### src/rtl/score_bcd_converter.sv
// score_bcd_converter: sequential binary-to-BCD converter (shift-add-3, one bit
// per clock). It blanks leading zeros with 4'hF and saturates to all nines when
// the value overflows. The digit and ovf outputs are registers that change only
// when a conversion completes.
module score_bcd_converter #(
  parameter int unsigned BIN_W  = 17,
  parameter int unsigned DIGITS = 6
) (
  input  logic                  clk,
  input  logic                  rst_n,
  input  logic                  start,
  input  logic [BIN_W-1:0]      bin,
  output logic                  busy,
  output logic                  done,
  output logic [4*DIGITS-1:0]   digits,
  output logic                  ovf
);

  localparam int unsigned SW = 4 * DIGITS;
  localparam int unsigned CW = $clog2(BIN_W + 1);

  // Largest value representable in DIGITS decimal digits (10^DIGITS - 1).
  function automatic logic [63:0] max_display();
    logic [63:0] v;
    v = 64'd1;
    for (int unsigned i = 0; i < DIGITS; i++) begin
      v = v * 64'd10;
    end
    return v - 64'd1;
  endfunction

  localparam logic [63:0] MAX_VAL = max_display();
  // After reset the display shows a single "0": digit 0 is 0 and the rest are blanked.
  localparam logic [SW-1:0] RESET_DIGITS = {{(SW-4){1'b1}}, 4'h0};

  typedef enum logic [1:0] {
    IDLE  = 2'd0,
    SHIFT = 2'd1,
    DONE  = 2'd2
  } state_t;

  state_t            state, state_next;
  logic [BIN_W-1:0]  shreg, shreg_next;
  logic [SW-1:0]     scratch, scratch_next;
  logic [CW-1:0]     cnt;
  logic              ovf_pend;
  logic              last_shift;
  logic [SW-1:0]     disp;

  assign last_shift = (state == SHIFT) && (cnt == CW'(1));

  // State register
  always_ff @(posedge clk) begin
    if (!rst_n) state <= IDLE;
    else        state <= state_next;
  end

  // Next-state logic and Moore outputs
  always_comb begin
    state_next = state;
    busy       = 1'b0;
    done       = 1'b0;
    case (state)
      IDLE: begin
        if (start) state_next = SHIFT;
      end
      SHIFT: begin
        busy = 1'b1;
        if (cnt == CW'(1)) state_next = DONE;
      end
      DONE: begin
        busy       = 1'b1;
        done       = 1'b1;
        state_next = IDLE;
      end
      default: state_next = IDLE;
    endcase
  end

  // One double-dabble step: add 3 to every nibble >= 5, then shift in the next binary bit
  always_comb begin
    logic [SW-1:0] adj;
    adj = scratch;
    for (int unsigned i = 0; i < DIGITS; i++) begin
      if (adj[4*i +: 4] >= 4'd5) adj[4*i +: 4] = adj[4*i +: 4] + 4'd3;
    end
    scratch_next = {adj[SW-2:0], shreg[BIN_W-1]};
    shreg_next   = shreg << 1;
  end

  // Display formatting of the final step's result: blank leading zeros, saturate on overflow.
  // It is computed from scratch_next so that digits update on the same edge that enters DONE.
  always_comb begin
    logic leading;
    int unsigned k;
    disp    = scratch_next;
    leading = 1'b1;
    for (int unsigned j = 0; j < DIGITS - 1; j++) begin
      k = DIGITS - 1 - j;
      if (leading && (disp[4*k +: 4] == 4'h0)) disp[4*k +: 4] = 4'hF;
      else                                     leading = 1'b0;
    end
    if (ovf_pend) disp = {DIGITS{4'h9}};
  end

  // Datapath: capture when start is accepted, shift during SHIFT, publish results on the last shift
  always_ff @(posedge clk) begin
    if (!rst_n) begin
      shreg    <= '0;
      scratch  <= '0;
      cnt      <= '0;
      ovf_pend <= 1'b0;
      digits   <= RESET_DIGITS;
      ovf      <= 1'b0;
    end else begin
      case (state)
        IDLE: begin
          if (start) begin
            shreg    <= bin;
            scratch  <= '0;
            cnt      <= CW'(BIN_W);
            ovf_pend <= (64'(bin) > MAX_VAL);
          end
        end
        SHIFT: begin
          shreg   <= shreg_next;
          scratch <= scratch_next;
          cnt     <= cnt - CW'(1);
          if (last_shift) begin
            digits <= disp;
            ovf    <= ovf_pend;
          end
        end
        default: ;
      endcase
    end
  end

endmodule
### config.mk
export PLATFORM = sky130hd
export DESIGN_NAME = score_bcd_converter
export DESIGN_NICKNAME = d
export VERILOG_FILES = /design/src/rtl/score_bcd_converter.sv
export SDC_FILE = /design/constraint.sdc
export NUM_CORES = 1
export LEC_CHECK = 0
export ABC_AREA = 1
export CAP_MARGIN = 10
export CORE_MARGIN = 5
export CORE_UTILIZATION = 55
export CTS_BUF_LIST = sky130_fd_sc_hd__clkbuf_16
export DETAILED_ROUTE_END_ITERATION = 8
export GPL_TIMING_DRIVEN = 1
export HOLD_SLACK_MARGIN = 0.06
export PLACE_DENSITY_LB_ADDON = 0.2
export SYNTH_ARGS = -nofsm -noshare
export SYNTH_HDL_FRONTEND = slang
export SYNTH_SLANG_ARGS = --single-unit
### constraint.sdc
create_clock -name clk -period 3.3 [get_ports clk]
set_input_delay 0.495 -clock clk [delete_from_list [all_inputs] [get_ports clk]]
set_output_delay 0.495 -clock clk [all_outputs]
set_load 0.02 [all_outputs]
==> summary.txt <==
Placed design
  – Area after DPL: between 0.004 and 0.005 mm²
  – IO Port Bufs: 45
  – Pre-CTS setup slack: between 0.9 and 1 ns
  – Detail Placement HPWL: around 5500 µm
  – GPL Wtd Cong: about 0.83

CTS
  – Clk_lat worst skew: 0.33 ns
  – CTS tree: yes
  – Cts-stage hold buffer count: 0
  – CTS root buf: clkbuf_16
  – Postcts setup bufs: 0
  – Clk buf depth: 2
  – Clock Sink Count: between 70 and 80
  – Worst-path clk slew: 0.06 ns
  – CTS buffer count: 9
  – Post-cts resize count: 0
  – H-tree depth: 3

Layout
  – Layout cells sized above 1: 0.0788
  – Final Net Count: slightly below 600
  – Area grow syn2layout: 21.5%
  – Register area: about 0.0014 mm²
  – Commonest non-fill, non-tap cell in the layout: nand2_1
  – Final Cell Area: about 0.0043 mm²
  – Most frequent cells in the layout: 154 x nand2_1, 72 x dfxtp_1, 49 x inv_1, 45 x clkdlybuf4s50_1, 35 x a21oi_1
  – Multi-input gate area: 0.00181 mm²
  – # fillers: approximately 560
  – Antenna cells: 0

Global routing
  – Largest net degree at the start of global routing: 40
  – Gr usage total: 0.202
  – First-pass GRT wire length: between 10000 and 15000 µm
  – Initial antenna violation count: 0
  – Gr ovfl total: 0
  – Vias in the first global route: approximately 3100

Drt
  – Metal3 WL: 479 µm
  – Drt drc: 0
  – Met2 WL: between 3000 and 4000 µm
  – Vias: between 3000 and 4000
  – Drt total wl: around 7900 µm
  – 1st-pass router iterations: 4
  – DRT iter0 DRCs: about 170
  – Final ANT Viol Nets: 0
  – Via/cell ratio: ~5.3
  – M1 wire length: about 3500 µm
  – WL/cell: roughly 13 µm
  – Uppermost layer routed: met4

Synthesis
  – Gate Count Post-Synth: 502
  – Syn_area_per_cell: 7.10 µm²
  – Post-synth net total: around 540
  – Sequential share of the synthesized area: 0.405
  – Number of synthesized flops with an enable pin: 0
  – Asr flop ratio synth: 0
  – Largest area contributor in the netlist: dfxtp_1
  – Top post-synthesis cells by area: dfxtp_1 40%, nand2_1 16%, ha_1 6.0%
  – Synth Register Bits: 72
  – Top cell type's share of synthesized area: 0.405
  – Post-Synthesis Cell Area: between 0.003 and 0.004 mm²
  – Most used DFF post-synth: dfxtp_1
  – Count of cell types in the netlist: 32
  – Synth warnings: 0

Timing
  – Setup TNS: 0 ns
  – Final hold vios: 0
  – Post-route clock skew: between 0.006 and 0.007 ns
  – Fin crit period: ~2.4 ns
  – Fmax: 0.424 GHz
  – Final period utilization: 0.714
  – Final Max Tran Viols: 0
  – Worst setup margin: between 0.9 and 1 ns
  – Slew @ Worst Pin: roughly 1.0 ns
  – Max-Slew Margin vs Limit: 0.304
  – RSZ-0062 raised after global routing: no
  – Fin Hold WS: 0.465 ns
  – Final setup vio count: 0

Floorplanning
  – Row count: 29
  – Core box area: 0.00631 mm²
  – Die area: about 0.0082 mm²
  – Initial Utilization: 0.564
  – Die width: between 90 and 100 µm
  – Die Y: just over 90 µm
  – I/O Pins: 47

Critical path
  – Worst flop-to-flop path startpoint: state[1]$_SDFFE_PN0P_
  – Cell breakdown of the critical path: inv_1 > ha_1 > buf_4 > inv_2 > nor2_1 > inv_2 > nand2_1 > buf_4 > nand4_1 > nor3b_1
  – CP Depth: 10
  – Crit end category: flip-flop
  – WP buf/inv: 5
  – WS Path Type: flip-flop to flip-flop
  – Delay-heaviest family, CP: buffers and inverters
  – CP arrival: roughly 2.6 ns
  – CP max FO: 28
  – Startpoint Class: flip-flop
  – Worst Setup EP: cnt[3]$_SDFFE_PN0P_
  – Max stage delay on crit path: approximately 0.34 ns
  – Worst reg-to-reg setup slack: ~0.94 ns
  – Crit path launch: state[1]$_SDFFE_PN0P_
  – Required time of the critical path: approximately 3.5 ns
  – Worst R2R End: cnt[3]$_SDFFE_PN0P_
  – R2R depth: 10
  – Slowest-stage cell, CP: buf_4

Power
  – P_leak: around 1.9 nW
  – Power Density: between 500 and 600 mW/mm²
  – Worst VDD drop: about 0.00047 V

Outcome
  – Status: complete, no violations

Flow run
  – Max Cap Violations: 0

Hold path
  – Worst Hold Class: flip-flop to flip-flop
==> routing by layer <==
metal  global-route usage  vias to the layer above
li1                     -                     1708
met1                0.244                     1476
met2                0.331                       95
met3               0.0425                       18
met4                0.114                        0
met5                    0                        -
==> where the power goes <==
group,switching [mW],internal [mW]
clock network,0.345,0.572
logic,0.353,0.196
registers,0.0587,0.974
total,0.757,1.74
==> sequential cells by signal, summed over array words and instances (netlist names) <==
| signal | count |
|---|---|
| state | 2 |
| cnt | 5 |
| scratch | 24 |
| digits | 24 |
| shreg | 17 |
==> Yosys cell counts, drive strengths merged (3+ instances only) <==
library cell / n
a21oi: 35
a31oi: 17
and2: 3
buf: 11
clkbuf: 11
dfxtp: 72
ha: 17
inv: 55
nand2: 161
nand3: 24
nand4: 5
nor2: 26
o21ai: 41
o22ai: 13
xor2: 6
==> worst reg2reg max path, delay by kind of cell, from the launching register on <==
family,cells,cell delay (ns)
buf+inv,5,0.95
simple gates,4,0.83
flops,1,0.31
fa+ha+maj,1,0.14
==> stage by stage <==
stage | std cells | utilization | total power [mW]
2_1_floorplan | 502 | - | 1.42
3_3_place_gp | 607 | 0.641 | 1.58
3_5_place_dp | 607 | 0.641 | 1.59
4_1_cts | 623 | 0.685 | 2.52
5_1_grt | 623 | 0.685 | 2.64
6_report | 623 | 0.685 | 2.50
==> worst min path at each step <==
| stage | endpoint | slack [ns] | from | cells past startpoint |
|---|---|---|---|---|
| 3_5_place_dp | digits[7]$_SDFFE_PN1P_ | 0.45 | digits[7]$_SDFFE_PN1P_ | 2 |
| 4_1_cts | digits[7]$_SDFFE_PN1P_ | 0.47 | digits[7]$_SDFFE_PN1P_ | 2 |
| 3_3_place_gp | digits[7]$_SDFFE_PN1P_ | 0.45 | digits[7]$_SDFFE_PN1P_ | 2 |
| 2_1_floorplan | scratch[23]$_SDFFE_PN0P_ | 0.44 | scratch[23]$_SDFFE_PN0P_ | 2 |
| 5_1_grt | shreg[8]$_SDFFE_PN0P_ | 0.49 | shreg[7]$_SDFFE_PN0P_ | 2 |
| 6_report | scratch[23]$_SDFFE_PN0P_ | 0.47 | scratch[23]$_SDFFE_PN0P_ | 2 |
==> logic make-up (layout without fill, tap and decap cells) <==
| kind of cell | count (synthesis) | count (layout) | synth area share |
|---|---|---|---|
| DFF | 72 | 72 | 0.405 |
| AOI/OAI and AO/OA | 107 | 107 | 0.163 |
| other | 1 | 1 | 0.00105 |
| xor gates and xnor gates | 7 | 7 | 0.0172 |
| and+or+nand+nor | 221 | 221 | 0.269 |
| buffers and inverters | 77 | 121 | 0.0861 |
| adders and majority gates | 17 | 17 | 0.0597 |
==> area by class of cell <==
class | instances | share of cell area
clock inverter | 7 | 0.0130
tap | 77 | 0.0223
clock buffer | 9 | 0.0520
timing repair buffer | 50 | 0.113
multi-input combinational | 353 | 0.419
sequential | 72 | 0.333
inverter | 55 | 0.0477
Power figures use the tool's default switching activity.
==> edit (config.mk and constraints unchanged) <==
Change the parameter `BIN_W` from 17 to 21.
--- a/src/rtl/score_bcd_converter.sv
+++ b/src/rtl/score_bcd_converter.sv
@@ -3,7 +3,7 @@
 // the value overflows. The digit and ovf outputs are registers that change only
 // when a conversion completes.
 module score_bcd_converter #(
-  parameter int unsigned BIN_W  = 17,
+  parameter int unsigned BIN_W  = 21,
   parameter int unsigned DIGITS = 6
 ) (
   input  logic                  clk,
Interface: changed (resized bin); port bits go from 47 to 51. The function was not compared with the original's and may differ.
==> edit against the unedited design <==
Sequential cell count rose by 6; utilization up 2.0 points; maximum frequency grew 0.97%; final area is 11% higher; wire length increased by 16%; power up 28%; worst setup slack gained 0.023 ns; area after synthesis up 9.0%; largest cell class unchanged.
==> edit: results (changes against the unedited design) <==
Run status
The flow ran to the end, and the final reports show no timing, DRC or antenna violations.

Placement
The setup slack at placement is 1.038 ns (+0.1300 ns). The detailed-placement wirelength estimate is 6.441 mm (+17%). The area after detailed placement came to 4484 sq um (+11%). The final weighted congestion in routability-driven placement came to 0.8173 (-1.6%). The count of placed standard cells including taps is 689 (+14%).

Routing
The average via count per standard cell came to 5.258 (-0.64%). The number of detailed-routing iterations run before antenna repair is 5 (+1). The total routed wirelength is 9.221 mm (+16%). The first-iteration detailed-routing DRC count was 247 (+44%).

Power
The leakage power figure is 1.996 nW (+5.9%). The maximum VDD drop came to 0.0006853 V (+47%).

Timing
The clock period minus final worst setup slack is 2.333 ns (-0.02269 ns). The worst-case hold slack is 0.4656 ns (+0.0004400 ns).

Logic synthesis
The proportion of synthesized chip area in sequential cells came to 40.22% (-0.24 points). The number of instances in the synthesized netlist is 557 (+11%). Counting instances in the post-synthesis netlist gives the leading cell types as nand2_1, dfxtp_1, inv_1.

Global routing
The total track usage is 21.39% (+1.2 points). The wire length of the first global-routing pass is 15.32 mm (+10%). The maximum number of pins on one net before global-route repair is 48 (+20%). The number of global-route vias before repair was 3506 (+12%).

Cells and area
The filler cell count in the final layout is 553 (-0.90%). The share of cells above drive strength 1 is 8.210% (+0.33 points). The largest registers in the layout are digits x24, scratch x24, shreg x21. The layout net count is 645 (+12%).

Worst setup path
The register-to-register setup slack is 0.97 ns (+0.02 ns). The critical path data arrival time is 2.55 ns (about the same).
==> edit: changes by cell type after synthesis, moves of 4 or more <==
| cell | delta |
|---|---|
| o21ai_0 | +7 |
| a21oi_1 | +11 |
| nand2_1 | +12 |
| clkbuf_1 | +7 |
| inv_2 | -4 |
| or2_2 | +5 |
| inv_1 | +13 |
| dfxtp_1 | +6 |
| o22ai_1 | -6 |
| a31oi_1 | +5 |
==> edit: area by class of cell <==
| cell class | count | area, sq um | share of cell area, % |
|---|---|---|---|
| multi-input combinational | 389 | 1976 | 40.97 |
| timing repair buffer | 61 | 583.1 | 12.09 |
| tap | 96 | 120.1 | 2.491 |
| clock inverter | 7 | 112.6 | 2.335 |
| inverter | 65 | 244.0 | 5.060 |
| clock buffer | 9 | 225.2 | 4.670 |
| sequential | 78 | 1562 | 32.38 |
==> edit: layer usage <==
metal  track usage (%)  share of wire (%)
met5                 0                  0
met4             8.785                1.8
met1             26.02                 45
met3             4.808                5.0
met2             36.31                 48
==> edit: through the flow <==
stage	power (mW)	utilization, %
global placement	2.060	65.64
floorplan	1.815	-
CTS	3.209	70.59
global route	3.380	70.59
detailed placement	2.087	65.64
finish	3.203	70.59
==> edit: report_power, final <==
| group | total (mW) | internal (mW) | switching [mW] |
|---|---|---|---|
| combinational | 0.891 | 0.305 | 0.587 |
| clock | 1.11 | 0.734 | 0.379 |
| sequential | 1.20 | 1.11 | 0.0911 |
==> edit: cells by family (layout without fill, tap and decap cells) <==
| family | Yosys count | after routing | share of synthesized area [%] |
|---|---|---|---|
| and+or+nand+nor | 243 | 243 | 27.10 |
| xor gates and xnor gates | 4 | 4 | 0.9023 |
| buffers and inverters | 90 | 142 | 8.991 |
| adders and majority gates | 17 | 17 | 5.478 |
| DFF | 78 | 78 | 40.22 |
| AOI/OAI and AO/OA | 125 | 125 | 17.31 |
==> edit: worst paths after layout <==
kind	startpoint	endpoint	cells after the start
hold / removal	digits[1]	digits[1]	2
setup / recovery	state[1]	digits[19]	11
hold reg to reg	digits[1]	digits[1]	2
setup reg to reg	state[1]	digits[19]	11
==> edit: critical path, stage by stage (launching register included) <==
cell and delay (ns):
dfxtp_1 0.33, inv_1 0.08, ha_1 0.19, inv_2 0.19, nor2_2 0.15, buf_4 0.19, inv_1 0.07, nor2_1 0.44
buf_4 0.29, nand2_1 0.09, o22ai_1 0.13, nand2_1 0.07
